[src/rtl/mwcmp_pkg.sv]
// Shared types for the multi-word chunk-serial comparator.
// Holds the FSM state enum and the per-chunk compare result enum.
package mwcmp_pkg;

    typedef enum logic [1:0] {
        IDLE = 2'd0,
        BUSY = 2'd1,
        DONE = 2'd2
    } state_t;

    typedef enum logic [1:0] {
        CH_EQ = 2'd0,
        CH_GT = 2'd1,
        CH_LT = 2'd2
    } chres_t;

endpackage

[src/rtl/mwcmp_chunk.sv]
// Combinational W-bit slice comparator, signed or unsigned per signed_sel.
// Ports: a, b (slice operands), signed_sel (two's complement), res (chres_t).
import mwcmp_pkg::*;

module mwcmp_chunk #(
    parameter int W = 4
) (
    input  logic [W-1:0] a,
    input  logic [W-1:0] b,
    input  logic         signed_sel,
    output chres_t       res
);

    always_comb begin
        res = CH_EQ;
        if (a != b) begin
            if (signed_sel) begin
                res = ($signed(a) > $signed(b)) ? CH_GT : CH_LT;
            end else begin
                res = (a > b) ? CH_GT : CH_LT;
            end
        end
    end

endmodule

[src/rtl/multiword_comparator.sv]
// Chunk-serial magnitude comparator, MSB chunk first, with early exit and
// cascade inputs. Ports: clk, rst_n, in_valid/in_ready, a, b,
// eq_in/gt_in/lt_in, out_valid/out_ready, eq_out/gt_out/lt_out.
// Define MWCMP_SIGNED_EN to add signed_mode (MSB chunk two's complement).
import mwcmp_pkg::*;

module multiword_comparator #(
    parameter int DATA_W  = 32,
    parameter int CHUNK_W = 4
) (
    input  logic              clk,
    input  logic              rst_n,
`ifdef MWCMP_SIGNED_EN
    input  logic              signed_mode,
`endif
    input  logic              in_valid,
    output logic              in_ready,
    input  logic [DATA_W-1:0] a,
    input  logic [DATA_W-1:0] b,
    input  logic              eq_in,
    input  logic              gt_in,
    input  logic              lt_in,
    output logic              out_valid,
    input  logic              out_ready,
    output logic              eq_out,
    output logic              gt_out,
    output logic              lt_out
);

    // CW guards the division so a bad CHUNK_W reaches the $error below.
    localparam int CW     = (CHUNK_W < 1) ? 1 : CHUNK_W;
    localparam int NCHUNK = DATA_W / CW;
    localparam int IW     = (NCHUNK > 1) ? $clog2(NCHUNK) : 1;
    localparam logic [IW-1:0] TOP_IDX = IW'(NCHUNK - 1);

    generate
        if (CHUNK_W < 1 || (DATA_W % CW) != 0) begin : g_bad_cfg
            $error("DATA_W must be a positive multiple of CHUNK_W");
        end
    endgenerate

    state_t            state;
    logic [IW-1:0]     idx;
    logic [DATA_W-1:0] a_q;
    logic [DATA_W-1:0] b_q;
    logic              eq_c;
    logic              gt_c;
    logic              lt_c;
    logic [CW-1:0]     a_sl;
    logic [CW-1:0]     b_sl;
    logic              sel;
    chres_t            res;

    assign a_sl = CW'(a_q >> (int'(idx) * CW));
    assign b_sl = CW'(b_q >> (int'(idx) * CW));

`ifdef MWCMP_SIGNED_EN
    logic sgn_q;
    // Only the most significant chunk carries the sign.
    assign sel = sgn_q & (idx == TOP_IDX);
`else
    assign sel = 1'b0;
`endif

    mwcmp_chunk #(.W(CW)) u_chunk (
        .a          (a_sl),
        .b          (b_sl),
        .signed_sel (sel),
        .res        (res)
    );

    assign in_ready  = (state == IDLE);
    assign out_valid = (state == DONE);

    always_ff @(posedge clk or negedge rst_n) begin
        if (!rst_n) begin
            state  <= IDLE;
            idx    <= '0;
            a_q    <= '0;
            b_q    <= '0;
            eq_c   <= 1'b0;
            gt_c   <= 1'b0;
            lt_c   <= 1'b0;
            eq_out <= 1'b0;
            gt_out <= 1'b0;
            lt_out <= 1'b0;
`ifdef MWCMP_SIGNED_EN
            sgn_q  <= 1'b0;
`endif
        end else begin
            unique case (state)
                IDLE: begin
                    if (in_valid) begin
                        a_q   <= a;
                        b_q   <= b;
                        eq_c  <= eq_in;
                        gt_c  <= gt_in;
                        lt_c  <= lt_in;
                        idx   <= TOP_IDX;
                        state <= BUSY;
`ifdef MWCMP_SIGNED_EN
                        sgn_q <= signed_mode;
`endif
                    end
                end
                BUSY: begin
                    if (res == CH_GT || res == CH_LT) begin
                        eq_out <= 1'b0;
                        gt_out <= (res == CH_GT);
                        lt_out <= (res == CH_LT);
                        state  <= DONE;
                    end else if (idx == '0) begin
                        // Fully equal: pass the cascade through verbatim.
                        eq_out <= eq_c;
                        gt_out <= gt_c;
                        lt_out <= lt_c;
                        state  <= DONE;
                    end else begin
                        idx <= idx - 1'b1;
                    end
                end
                DONE: begin
                    if (out_ready) begin
                        state <= IDLE;
                    end
                end
                default: state <= IDLE;
            endcase
        end
    end

endmodule
[config.mk]
export PLATFORM = sky130hd
export DESIGN_NAME = multiword_comparator
export DESIGN_NICKNAME = d
export VERILOG_FILES = /design/src/rtl/mwcmp_pkg.sv /design/src/rtl/mwcmp_chunk.sv /design/src/rtl/multiword_comparator.sv
export SDC_FILE = /design/constraint.sdc
export NUM_CORES = 1
export LEC_CHECK = 0
export ABC_AREA = 1
export CAP_MARGIN = 20
export CORE_ASPECT_RATIO = 0.8
export CORE_MARGIN = 10
export CORE_UTILIZATION = 44
export CTS_BUF_LIST = sky130_fd_sc_hd__clkbuf_16
export DETAILED_ROUTE_END_ITERATION = 6
export PLACE_DENSITY = 0.68
export SLEW_MARGIN = 20
export SYNTH_ARGS = -nofsm -noshare
export SYNTH_HDL_FRONTEND = slang
export SYNTH_SLANG_ARGS = --single-unit
[constraint.sdc]
create_clock -name clk -period 2.8 [get_ports clk]
set_clock_uncertainty 0.2 [all_clocks]
set_input_delay 0.56 -clock clk [delete_from_list [all_inputs] [get_ports clk]]
set_output_delay 0.56 -clock clk [all_outputs]
set_load 0.02 [all_outputs]
==> summary.txt <==
Synthesis
  • Top-area cell type share of the netlist area: roughly half
  • Synth unique cells: 21
  • Synth cell count leaders: 177 x nand2_1, 77 x nand3_1, 75 x dfrtp_1
  • Synth Cell Area: around 3700 µm²
  • Syn Nets: between 500 and 600
  • Top_reg_cell synth: dfrtp_1
  • Post-synth top area cell: dfrtp_1
  • Synth top area cells: dfrtp_1 50%, nand2_1 18%, nand3_1 10%, nor2_1 6.6%, o21ai_0 4.5%
  • Asr flop ratio synth: 100%
  • EDFF count, synth: 0
  • Avg Cell Area, Syn: between 7 and 8 µm²
  • Mapped Cells: a little under 500
  • Synthesis Warnings: 0
  • FF+latch count, synth: 75
  • Sequential fraction of the synthesis area: around half
  • Count leader, synth: nand2_1

Final layout
  • NumNets Final: 635
  • Filler instances: 782
  • Final core occ: 58.8%
  • Antenna Cells: 0
  • FF/Latch Area: approximately 1900 µm²
  • Multi-input combinational cell area: ~1700 µm²
  • Area grow syn2layout: 31.5%
  • Share of layout cells above drive strength 1: approximately 6.4%
  • Finished Cell Area: between 4000 and 5000 µm²

Clock tree
  • Largest buffer count on any clock path: 2
  • CTS tree: done
  • Setup Buffers After CTS: 0
  • Clock transition at path regs: about 60 ps
  • CTS Sinks: 75
  • Root buffer cell: clkbuf_16
  • Clock buffer count from CTS: 9
  • H-tree levels: 3
  • Clk_lat worst skew: between 300 and 400 ps

Timing
  • Slew @ Worst Pin: roughly 460 ps
  • RSZ-0062 raised after global routing: false
  • Final critical-path required period: approximately 2500 ps
  • Final Max Tran Viols: 0
  • Final hold vios: 0
  • Setup TNS: 0 ps
  • Crit share post-route: 89.7%
  • Fin worst setup slack: 288 ps
  • Relative slew slack: ~70%
  • # setup viols final: 0
  • Max Fclk: around 0.40 GHz

Floorplanning
  • FP Rows: 30
  • Starting Density: between 40 and 50%
  • Die area: around 13000 µm²
  • I/O Pins: 76
  • Core box area: ~8400 µm²
  • Die Wd: ~120 µm
  • Die height: ~100 µm

Placed design
  • DP Wirelength: between 6 and 7 mm
  • Placer congestion estimate: slightly above 0.8
  • Pre-CTS setup slack: a little over 300 ps
  • IO buf count: 75
  • Placed Area: 4550 µm²

GRT
  • Largest net degree at the start of global routing: between 40 and 50
  • Overall Global Routing Usage: 16.0%
  • GRT overflow: 0
  • Initial antenna violation count: 0
  • First-pass GRT wire length: between 15 and 20 mm
  • Number of global-route vias before repair: between 3000 and 4000

Setup path
  • R2R Setup Slk: 290 ps
  • Max FO, Critical Path: 35
  • FF-to-FF Start: idx[0]
  • Critical path type: reg -> reg
  • WP data required: 2800 ps
  • Critical Path Sink: idx[1]
  • Crit path DAT: ~2500 ps
  • Critical path endpoint category: register
  • CP Launch Type: register
  • Worst setup path startpoint: idx[0]
  • Worst reg-to-reg path cell count: 11
  • Reg2reg end: idx[1]

Detailed routing
  • Via count: 3355
  • DR WL/cell: 14.1 µm
  • DRT antenna net count: 0
  • Initial DRC count: 277
  • Remaining DRCs: 0
  • Routed WL: roughly 9.5 mm
  • DRT Pass-1 Iters: 4
  • DR vias/cell: between 4 and 5

Run
  • Max cap viols: 0

Run status
  • Outcome: complete, no violations

Power
  • Combinational power share: a little over two fifths
  • Flop pwr share: 33.3%
  • Leak pwr: around 2.5 nW
  • Worst vdd ir: approximately 0.45 mV
  • Sw Share: about two fifths
  • Switching pwr: 2.35 mW
  • Power per Cell Area: between 1000 and 1500 nW/µm²
  • Clock power share: approximately a quarter
  • Int Power: ~3.5 mW

Hold path
  • Hold path startpoint: a_q[5]
  • Worst hold path class: reg -> reg
[critical path, stage by stage, from the launching register on]
cell,delay [ps]
dfrtp_1,410
inv_1,60
buf_4,290
nor2_1,70
o211ai_1,220
nand2_1,120
ha_1,310
nand2_1,110
nor2_2,210
nand3_1,130
nand2_2,130
o21ai_0,90
[cells by family (layout without fill, tap and decap cells)]
kind of cell    after synthesis  count (layout)  share of synthesized area, %
flops                        75              75                          50.1
compound gates               41              41                          5.91
simple gates                327             327                          36.2
fa+ha+maj                     6               6                          2.00
buf+inv                      44             114                          5.78
[cell type report]
type                    instances  share of cell area (%)
well taps                     112                    2.85
inverters                      11                   0.839
repair buffers                 87                    17.2
flip-flops and latches         75                    38.1
clock inverters                 7                    2.85
multi-input cells             374                    33.5
clock buffers                   9                    4.57
[stage by stage]
step                total power [mW]  cells  hold slack, ps
finish                          5.87    675             266
global route                    6.44    675             295
floorplan                       3.78    493            64.4
CTS                             5.91    675             270
global placement                4.38    658             249
detailed placement              4.47    658             255
[flip-flops by register name, summed over array words and instances, names as in the netlist]
| name | cells |
|---|---|
| gt_c | 1 |
| eq_out | 1 |
| lt_out | 1 |
| a_q | 32 |
| b_q | 32 |
| gt_out | 1 |
| lt_c | 1 |
| idx | 3 |
| state | 2 |
| eq_c | 1 |
[power by group through the flow]
stage | clock, mW | combinational [mW] | sequential [mW]
5_1_grt | 1.47 | 2.95 | 2.02
6_report | 1.41 | 2.51 | 1.95
2_1_floorplan | 0 | 1.93 | 1.84
3_3_place_gp | 0 | 2.43 | 1.95
3_5_place_dp | 0 | 2.51 | 1.96
4_1_cts | 1.43 | 2.54 | 1.95
[timing repair]
| action | 4_1_cts | 5_1_grt |
|---|---|---|
| hold endpoints to repair | 32 | 0 |
| setup endpoints to repair | 0 | 0 |
| gates resized for setup | 0 | 0 |
| hold buffers | 1 | 0 |
[layout by cell type (no fill, tap or decap), drive strengths merged, types with 5 or more instances in the layout]
| master | synthesis | final |
|---|---|---|
| o21ai | 35 | 35 |
| ha | 6 | 6 |
| nand3 | 78 | 78 |
| o211ai | 5 | 5 |
| inv | 11 | 13 |
| clkbuf | 10 | 9 |
| dfrtp | 75 | 75 |
| clkdlybuf4s50 | 0 | 73 |
| nand2 | 179 | 179 |
| buf | 23 | 13 |
| nor2 | 69 | 69 |
[worst min path at each step]
stage | to | cells after the start
6_report | a_q[5] | 2
5_1_grt | b_q[12] | 2
4_1_cts | a_q[5] | 2
3_5_place_dp | a_q[5] | 2
3_3_place_gp | b_q[12] | 2
2_1_floorplan | a_q[0] | 0
[per-layer routing]
metal / vias up / GRT usage, % / share of wire (%)
met2: 94 / 23.4 / 43
met5: - / 0 / 0
met1: 1538 / 22.6 / 49
met4: 0 / 4.29 / 0.82
li1: 1716 / - / -
met3: 7 / 4.65 / 6.9
Power figures use the tool's default switching activity.
==> variant (same flow settings) <==
Change the parameter `CHUNK_W` from 4 to 8.
--- a/src/rtl/multiword_comparator.sv
+++ b/src/rtl/multiword_comparator.sv
@@ -6,7 +6,7 @@
 
 module multiword_comparator #(
     parameter int DATA_W  = 32,
-    parameter int CHUNK_W = 4
+    parameter int CHUNK_W = 8
 ) (
     input  logic              clk,
     input  logic              rst_n,
Behaviour: not the same (Yosys sat finds a counterexample within 4 cycles, from zero or initial values and one cycle with rst_n low).
==> variant against the original RTL <==
Wire length fell by 16%; total power fell by 6.2%; final area fell by 5.3%; sequential cell count fell by 1; critical path depth fell by 1; worst hold slack got worse by 0.10 ns; area after synthesis fell by 7.4%; setup slack improved by 0.017 ns.
==> variant: results (changes against the original RTL) <==
[logic_synthesis]
synth_area_per_cell_um2=11.5  ; was 7.60 um2
ys_seq_area_share_pct=53.4  ; was 50.1%
ys_types=22  ; was 21
synth_area_leaders=dfrtp_1 (53%), mux2_2 (19%), nand2_1 (4.9%)  ; was dfrtp_1 (50%), nand2_1 (18%), nand3_1 (10%)
synthesis.nets=382  ; was 570
synth_commonest_cells=dfrtp_1 (74), mux2_2 (59), nand2_1 (45), nor2_1 (27), o21ai_0 (19)  ; was nand2_1 (177), nand3_1 (77), dfrtp_1 (75), nor2_1 (66), o21ai_0 (34)

[place]
placed_area_um2=4340  ; was 4550 um2
placedCellCount=471  ; was 658
place_congestion=0.777  ; was 0.824
hpwl_um=5670  ; was 6950 um

[final_layout]
nets=457  ; was 635
fillerInstances=606  ; was 782
antennaDiodeCount=0  ; unchanged
drive_gt1_share_pct=23.8  ; was 6.39%

[drt]
drt_iter0_markers=164  ; was 277
wl_um=8020  ; was 9540 um
vias=2473  ; was 3355
wl_per_cell_um=16.5  ; was 14.1 um

[global_routing]
grt_max_degree=75  ; was 44
groute.usage.overall_pct=14.2  ; was 16.0%
grt_pass1_vias=2727  ; was 3344
grt_first_pass_wirelength_um=13600  ; was 16300 um

[run_status]
outcome=finished, final reports clean  ; unchanged

[timing]
slew_headroom_pct=38.8  ; was 69.0%

[power]
ir_drop_v=0.000514  ; was 0.000455 V
leakage_nw=2.00  ; was 2.46 nW

[critical_path]
worst_ep_arrival_time_ns=2.55  ; was 2.51 ns
crit_path_max_incr_delay_ns=0.38  ; was 0.41 ns

[worst_hold_path]
min-delay-path-class=input pin to async pin  ; was flip-flop to flip-flop

[job]
cap_violations=0  ; unchanged

[clocking]
clock_latency_ns=0.33

[variant: metrics by stage]
step | util, % | hold WS [ns] | worst slack (ns) | total power [mW]
6_report | 61.9 | 0.165 | 0.305 | 5.51
5_1_grt | 61.9 | 0.249 | 0.0632 | 5.98
4_1_cts | 61.8 | 0.207 | 0.271 | 5.55
3_5_place_dp | 57.6 | 0.279 | 0.282 | 4.30
3_3_place_gp | 57.6 | 0.282 | 0.349 | 4.24
2_1_floorplan | - | 0.0644 | 0.411 | 3.62
[variant: worst paths after layout]
kind | from | endpoint | slack (ns) | cells after the start
setup / recovery | idx[0] | lt_out | 0.31 | 10
hold / removal | rst_n | gt_c | 0.16 | 1
setup reg to reg | idx[0] | lt_out | 0.31 | 10
hold reg to reg | gt_out | gt_out | 0.29 | 2
max in group asynchronous | rst_n | b_q[29] | 1.64 | 1
min in group clk | gt_out | gt_out | 0.29 | 2
[variant: cell families (layout without fill, tap and decap cells)]
logic type | count (synthesis) | in the layout | synth area share [%]
AO/OA/AOI/OAI | 50 | 50 | 8.73
buffers and inverters | 25 | 105 | 3.39
multiplexers | 66 | 66 | 22.2
AND/OR/NAND/NOR | 78 | 78 | 9.09
flip-flops | 74 | 74 | 53.4
adder cells (fa/ha/maj) | 9 | 9 | 3.25
[variant: routing by layer]
metal | vias up | track usage (%) | routed length, um
li1 | 1203 | - | -
met2 | 69 | 21.1 | 3460
met1 | 1191 | 18.8 | 4000
met5 | - | 0 | 0
met3 | 10 | 5.08 | 450
met4 | 0 | 5.06 | 108
[variant: what timing repair did]
item	4_1_cts	5_1_grt
buffers inserted	0	0
setup endpoints to repair	0	1
resized for setup	0	2
[variant: cell type report]
| cell class | instances | share of cell area (%) |
|---|---|---|
| multi-input combinational | 203 | 32.2 |
| tap | 105 | 2.82 |
| timing repair buffer | 80 | 17.7 |
| sequential | 74 | 39.7 |
| clock buffer | 9 | 4.83 |
| clock inverter | 7 | 1.99 |
| inverter | 9 | 0.779 |
[variant: worst max-delay path, delay by kind of cell, from the launching register on]
kind	cells	cell delay (ns)
DFF	1	0.38
AOI/OAI and AO/OA	2	0.39
adders and majority gates	1	0.28
buffers and inverters	1	0.33
and+or+nand+nor	6	0.81
[variant: power by group]
| part | leakage, nW | total, mW | switching (mW) | internal, mW |
|---|---|---|---|---|
| Sequential | 0.866 | 1.93 | 0.313 | 1.61 |
| Combinational | 0.986 | 2.37 | 1.16 | 1.21 |
| Clock | 0.149 | 1.21 | 0.436 | 0.778 |
